`config.mk`:
```
export PLATFORM = sky130hd
export DESIGN_NAME = pfb_stall_monitor
export DESIGN_NICKNAME = d
export VERILOG_FILES = /design/src/rtl/pfb_stall_mon_pkg.sv /design/src/rtl/pfb_prio_enc.sv /design/src/rtl/pfb_stall_monitor.sv
export SDC_FILE = /design/constraint.sdc
export NUM_CORES = 1
export LEC_CHECK = 0
export ABC_AREA = 1
export ABC_CLOCK_PERIOD_IN_PS = 2400
export BUFFER_PORTS_ARGS = -buffer_cell sky130_fd_sc_hd__buf_4
export CORE_MARGIN = 5
export CORE_UTILIZATION = 54
export CTS_BUF_LIST = sky130_fd_sc_hd__clkbuf_8
export CTS_CLUSTER_SIZE = 28
export DETAILED_ROUTE_END_ITERATION = 8
export GPL_ROUTABILITY_DRIVEN = 0
export PLACE_DENSITY = 0.83
export SLEW_MARGIN = 20
export SYNTH_ARGS = -nofsm -noshare
export SYNTH_HDL_FRONTEND = slang
export SYNTH_HIERARCHICAL = 1
export SYNTH_SLANG_ARGS = --single-unit
```
`constraint.sdc`:
```
create_clock -name ap_clk -period 2.4 [get_ports ap_clk]
set_input_delay 0.24 -clock ap_clk [delete_from_list [all_inputs] [get_ports ap_clk]]
set_output_delay 0.24 -clock ap_clk [all_outputs]
set_load 0.005 [all_outputs]
```
`src/rtl/pfb_stall_mon_pkg.sv`:
```
// Shared definitions for the PFB dataflow stall monitor.
//   state_e       : monitor FSM states
//   *_DEF         : default channel counts / counter width for the kernel
package pfb_stall_mon_pkg;
  localparam int N_AXIS_DEF    = 12;
  localparam int N_INST_DEF    = 16;
  localparam int TIMEOUT_W_DEF = 16;

  typedef enum logic [1:0] {
    S_RUN      = 2'd0,
    S_COUNT    = 2'd1,
    S_DEADLOCK = 2'd2,
    S_EXT      = 2'd3
  } state_e;
endpackage

```
`src/rtl/pfb_prio_enc.sv`:
```
// Lowest-set-bit priority encoder.
//   vec_i : input vector
//   idx_o : index of the lowest set bit (0 when vec_i is all zero)
module pfb_prio_enc #(
  parameter int W     = 16,
  parameter int IDX_W = $clog2(W)
) (
  input  logic [W-1:0]     vec_i,
  output logic [IDX_W-1:0] idx_o
);
  // Scan high to low so the last hit (lowest index) wins.
  always_comb begin
    idx_o = '0;
    for (int i = W - 1; i >= 0; i--) begin
      if (vec_i[i]) idx_o = IDX_W'(i);
    end
  end
endmodule

```
`src/rtl/pfb_stall_monitor.sv`:
```
// Stall / deadlock monitor for the PFB dataflow kernel.
// Watches per-instance idle/block flags and per-port AXIS block flags; once a
// stall persists for T = timeout_i cycles (0 treated as 1) it declares either a
// sticky internal deadlock (no AXIS port blocked) or a self-clearing external
// stall (some AXIS port blocked).
// Ports:
//   ap_clk, ap_rst_n        : clock, async active-low reset
//   axis_block_i/inst_*_i   : stall flags
//   timeout_i, clear_i      : threshold, synchronous clear
//   deadlock_o, ext_stall_o : verdicts; verdict_pulse_o one cycle on entry
//   inst_snap_o/axis_snap_o : flags captured at verdict; first_idx_o lowest
//                             blocked instance in the snapshot
//   stall_cnt_o             : consecutive stall cycle counter (saturating)
//   event_cnt_o             : verdict entries, built only when
//                             PFB_STALL_MON_EVENT_CNT_EN is defined, else 0
module pfb_stall_monitor
  import pfb_stall_mon_pkg::*;
#(
  parameter int N_AXIS    = N_AXIS_DEF,
  parameter int N_INST    = N_INST_DEF,
  parameter int TIMEOUT_W = TIMEOUT_W_DEF,
  parameter int IDX_W     = $clog2(N_INST)
) (
  input  logic                 ap_clk,
  input  logic                 ap_rst_n,
  input  logic [N_AXIS-1:0]    axis_block_i,
  input  logic [N_INST-1:0]    inst_idle_i,
  input  logic [N_INST-1:0]    inst_block_i,
  input  logic [TIMEOUT_W-1:0] timeout_i,
  input  logic                 clear_i,
  output logic                 deadlock_o,
  output logic                 ext_stall_o,
  output logic                 verdict_pulse_o,
  output logic [N_INST-1:0]    inst_snap_o,
  output logic [N_AXIS-1:0]    axis_snap_o,
  output logic [IDX_W-1:0]     first_idx_o,
  output logic [TIMEOUT_W-1:0] stall_cnt_o,
  output logic [15:0]          event_cnt_o
);
  state_e               state_q, state_d;
  logic [TIMEOUT_W-1:0] cnt_q, cnt_d, cnt_inc, thr_m1;
  logic [N_INST-1:0]    isnap_q, isnap_d;
  logic [N_AXIS-1:0]    asnap_q, asnap_d;
  logic [IDX_W-1:0]     fidx_q, fidx_d, enc_idx;
  logic                 pulse_q, pulse_d, dl_q, dl_d, ext_q, ext_d;
  logic                 stall, internal, capture;

  // Stalled: everyone is idle or blocked, at least one is blocked, and not
  // simply "all idle" (which is a finished kernel, not a stall).
  assign stall    = (&(inst_idle_i | inst_block_i)) & (|inst_block_i) & ~(&inst_idle_i);
  assign internal = stall & ~(|axis_block_i);

  assign thr_m1  = (timeout_i == '0) ? '0 : timeout_i - TIMEOUT_W'(1);
  assign cnt_inc = (cnt_q == '1) ? cnt_q : cnt_q + TIMEOUT_W'(1);

  pfb_prio_enc #(.W(N_INST), .IDX_W(IDX_W)) u_enc (
    .vec_i (inst_block_i),
    .idx_o (enc_idx)
  );

  always_comb begin
    state_d = state_q;
    cnt_d   = cnt_q;
    isnap_d = isnap_q;
    asnap_d = asnap_q;
    fidx_d  = fidx_q;
    pulse_d = 1'b0;
    capture = 1'b0;
    case (state_q)
      // cnt_q is always 0 in S_RUN, so T<=1 gives a verdict on the first
      // stalled edge. The >= compare handles timeout_i shrinking mid-count.
      S_RUN, S_COUNT: begin
        if (stall) begin
          cnt_d = cnt_inc;
          if (cnt_q >= thr_m1) begin
            state_d = internal ? S_DEADLOCK : S_EXT;
            capture = 1'b1;
          end else begin
            state_d = S_COUNT;
          end
        end else begin
          state_d = S_RUN;
          cnt_d   = '0;
        end
      end
      S_EXT: begin
        if (!stall) begin
          state_d = S_RUN;
          cnt_d   = '0;
        end else if (internal) begin
          // Back-pressure went away but the kernel is still stuck: escalate.
          state_d = S_DEADLOCK;
          capture = 1'b1;
        end
      end
      default: ; // S_DEADLOCK: sticky until clear
    endcase
    if (capture) begin
      isnap_d = inst_block_i;
      asnap_d = axis_block_i;
      fidx_d  = enc_idx;
      pulse_d = 1'b1;
    end
    if (clear_i) begin
      state_d = S_RUN;
      cnt_d   = '0;
      isnap_d = '0;
      asnap_d = '0;
      fidx_d  = '0;
      pulse_d = 1'b0;
      capture = 1'b0;
    end
    dl_d  = (state_d == S_DEADLOCK);
    ext_d = (state_d == S_EXT);
  end

  always_ff @(posedge ap_clk or negedge ap_rst_n) begin
    if (!ap_rst_n) begin
      state_q <= S_RUN;
      cnt_q   <= '0;
      isnap_q <= '0;
      asnap_q <= '0;
      fidx_q  <= '0;
      pulse_q <= 1'b0;
      dl_q    <= 1'b0;
      ext_q   <= 1'b0;
    end else begin
      state_q <= state_d;
      cnt_q   <= cnt_d;
      isnap_q <= isnap_d;
      asnap_q <= asnap_d;
      fidx_q  <= fidx_d;
      pulse_q <= pulse_d;
      dl_q    <= dl_d;
      ext_q   <= ext_d;
    end
  end

`ifdef PFB_STALL_MON_EVENT_CNT_EN
  logic [15:0] evt_q, evt_d;

  always_comb begin
    evt_d = evt_q;
    if (clear_i)                           evt_d = '0;
    else if (capture && evt_q != 16'hFFFF) evt_d = evt_q + 16'd1;
  end

  always_ff @(posedge ap_clk or negedge ap_rst_n) begin
    if (!ap_rst_n) evt_q <= '0;
    else           evt_q <= evt_d;
  end

  assign event_cnt_o = evt_q;
`else
  assign event_cnt_o = '0;
`endif

  assign deadlock_o      = dl_q;
  assign ext_stall_o     = ext_q;
  assign verdict_pulse_o = pulse_q;
  assign inst_snap_o     = isnap_q;
  assign axis_snap_o     = asnap_q;
  assign first_idx_o     = fidx_q;
  assign stall_cnt_o     = cnt_q;
endmodule

```
## After elaboration in Yosys (flattened, before gate mapping)

Index checks and enable logic that the tools add are counted.

- Add/subtract/negate cells: 2
- Multipliers: 0
- Divide/modulo/power cells: 0
- Magnitude comparators: 1
- Equal/unequal tests: 7
- Shifts and indexed selects: 0
- Muxes and demuxes: 42
- Bitwise operators: 6
- Reduce and logical (&&, ||, !) cells: 10

Operators with widths:

| operator | count |
|---|---|
| two-way mux 16 bit | 7 |
| two-way mux 4 bit | 18 |
| case mux 16 bit (2 select lines) | 1 |
| AND reduction 16 bit | 2 |
| two-way mux 12 bit | 2 |
| adder 16 x 1 -> 16 bit (second input constant) | 1 |
| equality test 16 bit (second input constant) | 1 |
| greater-or-equal comparator 16 bit | 1 |
| zero test 16 bit | 1 |
| OR 16 bit | 1 |
| OR reduction 16 bit | 1 |
| subtractor 16 x 1 -> 16 bit (second input constant) | 1 |
| OR reduction 12 bit | 1 |
| two-way mux 2 bit | 5 |
| two-way mux 1 bit | 7 |
| equality test 2 bit (second input constant) | 3 |
| inequality test 4 bit (second input constant) | 1 |
| case mux 2 bit (2 select lines) | 1 |
| bitwise AND 1 bit | 3 |
| inequality test 3 bit (second input constant) | 1 |
| AND reduction 3 bit | 1 |
| nonzero test 3 bit | 1 |
| equality test 2 x 1 -> 1 bit (second input constant) | 1 |
| zero test 2 bit | 1 |
| 4 further kinds | 5 |

- Register bits after elaboration: 53
- Bits in latches: 0
- Bits in writable memories: 0
- ROM bits: 0
- Input bits: 63
- Memories kept: 0

## Longest topological paths before layout

Gate-level depths: netlist of the first run.

- Depth in word-level cells: 18
- Mapped depth: 21
- Depth with buffers taken out: 21

## Hierarchy

The synthesis of the first run kept the hierarchy.

By module, submodules not included:

| module | times used | cells an instance | area an instance (um^2) | seq. area each (um^2) |
|---|---|---|---|---|
| pfb_stall_monitor | 1 | 645 | 4,190.3 | 1,326.3 |
| pfb_prio_enc | 1 | 46 | 212.7 | 0.0 |

## Least setup slack after synthesis of the first run

OpenSTA, ideal clock, no wires.

- Path kind: input port to flip-flop
- Start: input timeout_i[0]
- End: register asnap_q[0] (netlist: axis_snap_o[0])
- Library setup time: 66 ps
- Arrival time: 2,541 ps
- Data required time: 2,334 ps
- Path slack: -208 ps
- Stages on the path: 18
- Path through: inv_1 > ha_1 > nand2_1 > nor3_1 > inv_2 > nor2_1 > nand3_1 > a21o_1 > ha_1 > inv_1 > o21bai_1 > nand2_1 > nand2_1 > nor2_1 > nand2_1 > clkbuf_1 > nand4_1 > nand2_1

- Cells in the longest elaborated chain, start to end: 7
- Elaborated cells between the ends (all ways): 8

RTL lines:

| item | RTL line | text |
|---|---|---|
| start, declared | pfb_stall_monitor.sv:29 | `input logic [TIMEOUT_W-1:0] timeout_i,` |
| subtractor 16 x 1 -> 16 bit or zero test 16 bit (tied branches) | pfb_stall_monitor.sv:53 | `assign thr_m1 = (timeout_i == '0) ? '0 : timeout_i - TIMEOUT_W'(1);` |
| two-way mux 16 bit * | pfb_stall_monitor.sv:53 |  |
| greater-or-equal comparator 16 bit * | pfb_stall_monitor.sv:75 | `if (cnt_q >= thr_m1) begin` |
| two-way mux 1 bit * | pfb_stall_monitor.sv:75 |  |
| two-way mux 1 bit * | pfb_stall_monitor.sv:73 | `if (stall) begin` |
| case mux 1 bit (2 select lines) * | pfb_stall_monitor.sv:69 | `case (state_q)` |
| nonzero test 2 bit (no source line) * | -- |  |
| end signal, assigned | pfb_stall_monitor.sv:131 | `asnap_q <= asnap_d;` |
| end, declared | pfb_stall_monitor.sv:43 | `logic [N_AXIS-1:0] asnap_q, asnap_d;` |

Every way passes the cells marked *; elsewhere a longest branch is shown, timed or not.
A chain may end at the register's enable or synchronous reset.

## Worst setup path in the final report of the first run

- Start: input timeout_i[2]
- End: register asnap_q[10] (netlist: axis_snap_o[10])

The elaborated chain is that of the path after synthesis.

==> results of run 1 <==
logic make-up (layout without fill, tap and decap cells):
kind of cell | Yosys count | in the layout | synth area share, %
simple gates | 452 | 452 | 44.8
buf+inv | 127 | 263 | 13.1
flops | 53 | 53 | 30.1
compound gates | 23 | 23 | 3.30
fa+ha+maj | 19 | 19 | 5.40
xor+xnor | 16 | 16 | 3.18
other cells | 1 | 16 | 0.0852
power groups by stage:
stage	Sequential, uW	Combinational [uW]	Clock [uW]
floorplan	911	173	0
CTS	893	350	538
detailed placement	910	346	0
finish	893	381	547
global route	893	421	572
global placement	910	335	0
worst reg2reg max path, cell delays in order (launching register included):
cell,delay (ps)
dfrtp_1,520
ha_4,340
nand2_4,50
nor2_1,140
nand2_1,80
nand2_1,60
nor2_1,40
nand2_1,100
nand2_2,100
nand2_8,130
buf_12,110
clkbuf_16,130
nand4_1,110
nand2_1,120
flip-flops by register name, summed over array words and instances, names as in the netlist:
name / flops
axis_snap_o: 12
verdict_pulse_o: 1
inst_snap_o: 16
stall_cnt_o: 16
state_q: 2
first_idx_o: 4
deadlock_o: 1
ext_stall_o: 1
layer usage:
layer / global-route usage [%] / up-vias
li1: - / 2485
met1: 32.3 / 2425
met2: 44.5 / 272
met3: 4.73 / 33
met4: 6.94 / 0
met5: 0 / -
layout by cell type (no fill, tap or decap), types with 3 or more instances in the layout:
| master | n |
|---|---|
| nand2_1 | 181 |
| buf_4 | 148 |
| nor2_1 | 96 |
| inv_1 | 78 |
| nand3_1 | 69 |
| dfrtp_1 | 53 |
| nand4_1 | 46 |
| conb_1 | 16 |
| xor2_1 | 12 |
| nor3_1 | 11 |
| nor2_2 | 10 |
| inv_2 | 10 |
| nand2_2 | 9 |
| ha_1 | 9 |
| ha_4 | 8 |
| a21oi_1 | 6 |
| buf_6 | 6 |
| nand3_2 | 5 |
| nand2_4 | 5 |
| clkbuf_8 | 5 |
| buf_12 | 5 |
| nor2_4 | 4 |
| xnor2_1 | 4 |
| or2_2 | 4 |
| nor4_1 | 3 |
| o21ai_0 | 3 |
| a21oi_2 | 3 |
layout make-up:
cell class,instances,area (um^2)
Multi-Input combinational cell,526,2850
Fill cell,587,1950
Timing Repair Buffer,164,1380
Sequential cell,53,1330
Inverter,91,359
Tap cell,105,131
Clock buffer,5,68.8
Clock inverter,3,25.0
through the flow:
stage	setup TNS, ps	util, %	std cells	total power, uW	area, um^2
after floorplan	-545	-	706	1080	4490
after global placement	-9520	68.6	926	1250	5550
after detailed placement	-16230	68.6	926	1260	5550
after CTS	-3.79	70.7	937	1780	5720
after global routing	-8820	75.9	947	1890	6140
final	-3670	75.9	947	1820	6140
worst paths after layout:
kind | from | endpoint | depth (start not counted)
min | clear_i | verdict_pulse_o$_DFF_PN0_ | 2
max reg2reg | stall_cnt_o[6]$_DFFE_PN0P_ | axis_snap_o[10]$_DFFE_PN0P_ | 13
min reg2reg | axis_snap_o[4]$_DFFE_PN0P_ | axis_snap_o[4]$_DFFE_PN0P_ | 2
min in group asynchronous | ap_rst_n | inst_snap_o[11]$_DFFE_PN0P_ | 2
max | timeout_i[2] | axis_snap_o[10]$_DFFE_PN0P_ | 22
max in group asynchronous | ap_rst_n | stall_cnt_o[15]$_DFFE_PN0P_ | 2
what timing repair did:
| item | CTS | global route |
|---|---|---|
| hold buffers | 1 | 0 |
| setup buffers | 0 | 7 |
| cloned | 2 | 3 |
| pin swaps | 7 | 39 |
| hold endpoints to repair | 53 | 0 |
| endpoints found under the setup margin | 37 | 37 |
| gates resized for setup | 11 | 54 |
==> flow_summary.json, run 1 <==
{
  "insertion_delay_ps": 330,
  "grt_pass1_vias": 4641,
  "async_flop_share_pct": 100,
  "vias_per_cell": 5.51,
  "die_x_um": 100,
  "ir_drop_uv": 208,
  "worst_path_dominant_cell_family": "simple AND/OR/NAND/NOR gates",
  "wl_per_cell_um": 15.1,
  "grt.overflow.total": 0,
  "dieArea_um2": 10100,
  "met1Wirelength_um": 5530,
  "tritoncts": "yes",
  "cts_buffers": 5,
  "rsz0062_at_grt": "yes",
  "yosys.area.top_type": "dfrtp_1",
  "ys_seq_area_share_pct": 30.1,
  "synth_top_area_share_pct": 30.1,
  "vias": 5215,
  "holdCritPathClass": "in -> reg",
  "grt_max_degree": 77,
  "cts.sinks": 53,
  "crit_fanout": 7,
  "synth_most_common_cell": "nand2_1",
  "num_rows": 33,
  "pwr-share-seq_pct": 49.0,
  "top_layer_used": "met4",
  "violations": "negative setup slack",
  "cp.arrival_ps": 2790,
  "drv_slew": 0,
  "nets": 923,
  "crit_path_end_kind": "flip-flop",
  "synth_area_um2": 4400,
  "fmax_mhz": 389,
  "critPathRequiredTime_ps": 2620,
  "grt_pass1_wl_um": 21100,
  "antenna_cells": 0,
  "pwr-share-clk_pct": 30.1,
  "area_delta_synth_final_pct": 39.4,
  "slowest_stage": "ha_4",
  "fin_skew_ps": 10.1,
  "power_density_nw_per_um2": 297,
  "drive_above_1_share_pct": 28.6,
  "ys_ff_latch": 53,
  "synthTopCellsByArea": "dfrtp_1 30%, nand2_1 16%, nor2_1 9.2%",
  "io_pins": 130,
  "fin_crit_sh_pct": 107,
  "ys_types": 36,
  "antenna_found_initial": 0,
  "crit_path_frequent_cell": "nand2_1",
  "io_buffers": 113,
  "drcViolationCount": 0,
  "critPathBufInv": 3,
  "crit_chain": "buf_8 > nor2_4 > nand2_2 > nor2_2 > nand2_1 > nor2_2 > nand2_2 > nor2_4 > nand2_1 > xnor2_1 > nand2_1 > ha_4 > a21oi_2 > o21bai_1 > nand2_1 > nand2_2 > nor2_4 > nand2_8 > buf_12 > clkbuf_16 > nand4_1 > nand2_1",
  "dp_slack_ps": -474,
  "root_buffer": "clkbuf_8",
  "drt_iter0_drc": 429,
  "cts-htree-levels": 2,
  "routed_wl_um": 14300,
  "clk_path_buf_depth": 2,
  "startpoint_type": "input port",
  "relSlewSlack_pct": 52.0,
  "antenna_left": 0,
  "intPower_uw": 1270,
  "switching_share_pct": 30.4,
  "met3WireLength_um": 1260,
  "hpwl_um": 9980,
  "criticalPathCategory": "in -> reg",
  "drt_first_pass_iters": 7,
  "leakagePower_uw": 0.00346,
  "grtUsageTotal_pct": 25.5,
  "fp.coreArea_um2": 8090,
  "syn_inst": 691,
  "syn_avg_cell_area_um2": 6.37,
  "drv_cap": 0,
  "clkSlewWorstSetupHoldPaths_ps": 100,
  "max_stage_delay_ps": 230,
  "setup_viol": 35,
  "period_minus_slack_ps": 2570,
  "yosys_warnings": 6,
  "netSwitchingPower_uw": 553,
  "hold_ws_ps": 111,
  "tightest_slew_ps": 719,
  "hold_viol_final": 0,
  "start_util_pct": 54.4,
  "outcome": "complete, but fails checks",
  "combPwrFrac_pct": 20.9,
  "setup_slack_ps": -173,
  "met2_length_um": 7280,
  "synth-main-ff-cell": "dfrtp_1",
  "fp.dieH_um": 100,
  "r2r_slack_ps": 310,
  "yosys-top-cells-count": "192 x nand2_1, 108 x nor2_1, 83 x inv_1, 74 x nand3_1, 53 x dfrtp_1",
  "synth_edf_count": 0
}
(Power assumes the default switching activity.)
==> run 2: changes to the inputs <==
Settings changed: ABC_AREA 1 to not set, CORE_UTILIZATION 54 to 32, CTS_CLUSTER_SIZE 28 to not set, PLACE_DENSITY 0.83 to 0.56.
==> run 2 against run 1 <==
Net effect: critical endpoint is now axis_snap_o[5]$_DFFE_PN0P_; clock skew grew 1.4 ps; the flow still finishes with violations (negative setup slack); synthesized cell count shrank 37%; critical path depth shrank 4.
==> flow_summary.json, run 2 <==
{
  "root_buffer": "clkbuf_8",
  "design_area_um2": 5470,
  "fmax_mhz": 341,
  "hpwl_um": 8950,
  "insertion_delay_ps": 320,
  "cp.arrival_ps": 3170,
  "vias": 3937,
  "drt_iter0_drc": 371,
  "synthTopCellsByArea": "dfrtp_1 37%, ha_1 6.5%, nand3_1 6.3%",
  "drt_first_pass_iters": 5,
  "placed_area_um2": 4980,
  "synth_most_common_cell": "dfrtp_1",
  "combPwrFrac_pct": 17.0,
  "start_util_pct": 32.2,
  "yosys-top-cells-count": "53 x dfrtp_1, 46 x nand3_1, 44 x a21oi_1, 34 x o21ai_0",
  "hold_viol_final": 0,
  "async_flop_share_pct": 100,
  "hold_ws_ps": 164,
  "yosys_warnings": 6,
  "tritoncts": "yes",
  "ys_ff_latch": 53,
  "synth_edf_count": 0,
  "crit_fanout": 8,
  "period_minus_slack_ps": 2930,
  "tightest_slew_ps": 699,
  "cts-htree-levels": 2,
  "clk_path_buf_depth": 2,
  "rsz0062_at_grt": "yes",
  "antenna_left": 0,
  "outcome": "complete, but fails checks",
  "netSwitchingPower_uw": 490,
  "leakagePower_uw": 0.00252,
  "grt_pass1_vias": 3815,
  "num_rows": 39,
  "io_buffers": 113,
  "clkSlewWorstSetupHoldPaths_ps": 100,
  "nets": 680,
  "drv_slew": 0,
  "pwr-share-clk_pct": 31.6,
  "vias_per_cell": 5.31,
  "power_density_nw_per_um2": 317,
  "antenna_cells": 0,
  "io_pins": 130,
  "drcViolationCount": 0,
  "synth-main-ff-cell": "dfrtp_1",
  "wl_per_cell_um": 17.0,
  "syn_inst": 434,
  "grt_pass1_wl_um": 19000,
  "most-common-layout-cells": "161 x buf_4, 53 x dfrtp_1, 40 x a21oi_1, 40 x nand3_1",
  "cts_buffers": 5,
  "intPower_uw": 1250,
  "routed_wl_um": 12600,
  "mostFrequentLayoutCell": "buf_4",
  "synth_area_um2": 3630,
  "switching_share_pct": 28.3,
  "holdCritPathClass": "in -> reg",
  "pwr-share-seq_pct": 51.4,
  "drive_above_1_share_pct": 38.7,
  "violations": "negative setup slack",
  "drv_cap": 0,
  "criticalPathCategory": "in -> reg",
  "setup_slack_ps": -534,
  "syn_avg_cell_area_um2": 8.37,
  "cts.sinks": 53,
  "synth_top_area_share_pct": 36.5,
  "area_delta_synth_final_pct": 50.7,
  "grt_max_degree": 54,
  "dp_slack_ps": -861,
  "fin_skew_ps": 11.5,
  "critPathRequiredTime_ps": 2630,
  "grtUsageTotal_pct": 17.3,
  "fin_crit_sh_pct": 122,
  "fp.dieH_um": 117,
  "startpoint_type": "input port",
  "finalSetupTns_ps": -17660,
  "antenna_found_initial": 0,
  "relSlewSlack_pct": 53.4,
  "dieArea_um2": 13600,
  "ys_types": 53,
  "yosys.area.top_type": "dfrtp_1",
  "crit_path_end_kind": "flip-flop",
  "ir_drop_uv": 193,
  "fp.coreArea_um2": 11300,
  "ys_seq_area_share_pct": 36.5,
  "grt.overflow.total": 0,
  "setup_viol": 37,
  "die_x_um": 117
}
==> run 2: changes by cell type in the layout (fill, tap and decap cells not counted), moves of 27 or more <==
cell and delta:
nor2_1 -65, nand2_1 -150, a21oi_1 +34, nand3_1 -29, o21ai_1 +27, inv_1 -69, nand4_1 -33
==> run 2: worst max-delay path, stage by stage <==
cell	delay, ps
buf_4	120
nor4_2	240
buf_4	160
nor2b_4	160
nand2_2	90
nor3_2	130
xor2_1	190
nand2_1	90
ha_1	300
nand4_1	120
nor4_1	280
a31oi_1	140
buf_4	160
a31oi_4	190
buf_12	150
buf_6	160
nand3_1	80
a21oi_1	160
==> run 2: through the flow <==
step	power, uW	cells	utilization (%)
after detailed placement	1190	718	44.1
after global routing	1820	742	48.6
after floorplan	1020	449	-
after CTS	1750	737	47.5
after global placement	1190	718	44.1
final	1740	742	48.6
==> run 2: final timing paths <==
check / startpoint / to / slack [ps] / cells past startpoint
max in group asynchronous: ap_rst_n / first_idx_o[0]$_DFFE_PN0P_ / 1430 / 2
min reg2reg: axis_snap_o[7]$_DFFE_PN0P_ / axis_snap_o[7]$_DFFE_PN0P_ / 550 / 2
max: timeout_i[5] / axis_snap_o[5]$_DFFE_PN0P_ / -530 / 18
min in group asynchronous: ap_rst_n / verdict_pulse_o$_DFF_PN0_ / 520 / 2
min: clear_i / deadlock_o$_DFF_PN0_ / 160 / 2
max reg2reg: stall_cnt_o[0]$_DFFE_PN0P_ / axis_snap_o[6]$_DFFE_PN0P_ / 70 / 11
==> run 2: final cells by class <==
class                           instances  area (um^2)
Clock buffer                            5         68.8
Sequential cell                        53         1330
Timing Repair Buffer                  179         1530
Tap cell                              143          179
Fill cell                            1110         5800
Clock inverter                          3         25.0
Multi-Input combinational cell        350         2310
Inverter                                9         33.8
==> run 2: logic make-up after synthesis <==
kind of cell,after synthesis,share of synthesized area (%)
AND/OR/NAND/NOR,179,26.3
XOR/XNOR,24,5.79
flip-flops,53,36.5
multiplexers,1,0.276
adder cells (fa/ha/maj),19,6.55
buffers and inverters,46,6.96
AO/OA/AOI/OAI,111,17.5
other,1,0.103
==> run 2: repair_timing <==
action	in CTS	in global routing
hold buffers	1	0
resized for setup	36	6
setup buffers	7	2
gates cloned	3	3
pin swaps	11	8
endpoints found under the hold margin	50	0
endpoints found under the setup margin	37	37
==> run 2: power by group through the flow <==
stage | sequential, uW | combinational (uW) | clock [uW]
detailed placement | 910 | 282 | 0
finish | 893 | 295 | 548
global route | 893 | 326 | 598
CTS | 893 | 291 | 567
global placement | 910 | 277 | 0
floorplan | 911 | 112 | 0
==> run 2: metal layers <==
| metal | track usage [%] | routed length (um) |
|---|---|---|
| met1 | 22.2 | 5290 |
| met2 | 30.1 | 6280 |
| met5 | 0 | 0 |
| met4 | 4.36 | 124 |
| met3 | 3.21 | 936 |
==> run 3: changes to the inputs <==
Settings changed: ABC_AREA set to 1, PLACE_DENSITY 0.56 to 0.54.
==> run 3 against run 2 <==
Net effect: the flow now finishes without violations; clock power rose by 17%; largest cell class unchanged; sequential cell count stayed put; worst hold slack worse by 58 ps; design area increased by 15%; critical path type unchanged; register-to-register slack better by 210 ps; critical endpoint is now inst_snap_o[7]$_DFFE_PN0P_; highest routed layer unchanged; die area rose by 19%.
==> flow_summary.json, run 3 (synthesis results as in run 1) <==
{
  "drcViolationCount": 0,
  "cp.arrival_ps": 2640,
  "criticalPathCategory": "in -> reg",
  "grt_pass1_vias": 4688,
  "ir_drop_uv": 344,
  "fin_crit_sh_pct": 99.4,
  "most-common-layout-cells": "178 x nand2_1, 154 x buf_4, 98 x nor2_1",
  "finalSetupTns_ps": 0,
  "r2r_end": "stall_cnt_o[5]$_DFFE_PN0P_",
  "outcome": "completed",
  "drt_first_pass_iters": 4,
  "r2r_slack_ps": 280,
  "routed_wl_um": 14600,
  "setup_viol": 0,
  "combPwrFrac_pct": 20.6,
  "root_buffer": "clkbuf_8",
  "leakagePower_uw": 0.00344,
  "busiest_layer": "met2",
  "crit_path_end_kind": "flip-flop",
  "intPower_uw": 1380,
  "grt_pass1_wl_um": 22800,
  "cts.sinks": 53,
  "startpoint_type": "input port",
  "met1_usage_pct": 21.8,
  "drive_above_1_share_pct": 30.1,
  "netSwitchingPower_uw": 549,
  "fin_util_pct": 47.0,
  "tritoncts": "yes",
  "antenna_cells": 0,
  "grt.overflow.total": 0,
  "cts_buffers": 5,
  "io_buffers": 113,
  "fp.dieH_um": 127,
  "crit_fanout": 7,
  "hold_path_depth": 2,
  "num_rows": 42,
  "tightest_slew_ps": 774,
  "fmax_mhz": 419,
  "relSlewSlack_pct": 48.4,
  "critPathRequiredTime_ps": 2650,
  "min_from": "clear_i",
  "antenna_found_initial": 0,
  "cts-htree-levels": 2,
  "hold_viol_final": 0,
  "antenna_left": 0,
  "drv_slew": 0,
  "vias": 4912,
  "r2r_cells": 10,
  "start_util_pct": 33.0,
  "area_delta_synth_final_pct": 42.4,
  "die_x_um": 127,
  "io_pins": 130,
  "clkSlewWorstSetupHoldPaths_ps": 110,
  "nets": 924,
  "pwr-share-clk_pct": 33.1,
  "grt_max_degree": 77,
  "mostFrequentLayoutCell": "nand2_1",
  "power_density_nw_per_um2": 308,
  "drv_cap": 0,
  "fillCellCount": 1375,
  "holdCritPathClass": "in -> reg",
  "grtUsageTotal_pct": 16.9,
  "rsz0062_at_grt": "yes",
  "clk_path_buf_depth": 2,
  "finalPower_uw": 1930,
  "fin_skew_ps": 9.08,
  "insertion_delay_ps": 310,
  "dieArea_um2": 16200,
  "holdPathEnd": "verdict_pulse_o$_DFF_PN0_",
  "wl_per_cell_um": 14.3,
  "switching_share_pct": 28.5,
  "use_met3_pct": 3.21,
  "drt_iter0_drc": 266,
  "period_minus_slack_ps": 2380,
  "grt_use_met2_pct": 29.6,
  "fp.coreArea_um2": 13300,
  "hpwl_um": 10900,
  "pwr-share-seq_pct": 46.3,
  "vias_per_cell": 4.82,
  "worst_r2r_startpoint": "stall_cnt_o[1]$_DFFE_PN0P_"
}
==> run 3: final cells by class <==
| cell class | count | area (um^2) | area share, % |
|---|---|---|---|
| Clock buffer | 5 | 68.8 | 1.10 |
| Clock inverter | 3 | 43.8 | 0.699 |
| Inverter | 91 | 359 | 5.73 |
| Multi-Input combinational cell | 526 | 2910 | 46.4 |
| Sequential cell | 53 | 1330 | 21.2 |
| Tap cell | 176 | 220 | 3.51 |
| Timing Repair Buffer | 165 | 1340 | 21.4 |
==> run 3: power groups by stage <==
stage	registers (uW)	logic, uW	clock network, uW
after floorplan	911	173	0
after global placement	910	352	0
after detailed placement	910	357	0
after CTS	893	365	652
after global routing	893	446	690
final	893	397	639
==> run 3: how the worst max path moves through the flow <==
stage	end	from	depth (start not counted)	slack (ps)
global placement	inst_snap_o[13]$_DFFE_PN0P_	timeout_i[0]	18	-340
global route	inst_snap_o[7]$_DFFE_PN0P_	timeout_i[0]	20	-140
detailed placement	inst_snap_o[12]$_DFFE_PN0P_	timeout_i[1]	22	-430
CTS	inst_snap_o[12]$_DFFE_PN0P_	timeout_i[1]	22	-30
finish	inst_snap_o[7]$_DFFE_PN0P_	timeout_i[0]	21	20
floorplan	axis_snap_o[10]$_DFFE_PN0P_	timeout_i[0]	19	-20
==> run 3: per-stage QoR <==
stage / hold WS [ps] / cell area, um^2 / worst slack, ps / std cells
detailed placement: 333 / 5670 / -430 / 1001
global placement: 341 / 5670 / -336 / 1001
floorplan: -55.6 / 4490 / -18.8 / 706
finish: 106 / 6270 / 15.3 / 1019
CTS: 101 / 5860 / -31.1 / 1012
global route: 92.6 / 6270 / -142 / 1019
==> run 3: worst max-delay path, cell delays in order <==
cell and delay [ps]:
buf_4 120, inv_4 70, ha_4 120, inv_1 50
buf_4 130, nor3_2 170, nand4_1 200, buf_6 200
o21ai_2 50, a21o_1 150, ha_4 220, inv_2 40
o21bai_1 60, nand2_1 70, nand2_1 50, nor2_2 120
nand2_4 100, nand2_8 140, clkbuf_16 160, nand3_1 70
nand2_1 100
==> run 3: repair_timing <==
item | 4_1_cts | 5_1_grt
setup endpoints to repair | 35 | 37
endpoints found under the hold margin | 44 | 0
gates cloned | 1 | 3
buffers inserted | 3 | 4
hold buffers | 1 | 0
gates resized for setup | 11 | 65
pin swaps | 15 | 36
==> run 3: layer usage <==
layer	up-vias	wire (um)	part of all wire, %
li1	2487	-	-
met1	2279	6340	44
met2	129	7320	50
met3	17	732	5.0
met4	0	182	1.2
met5	-	0	0
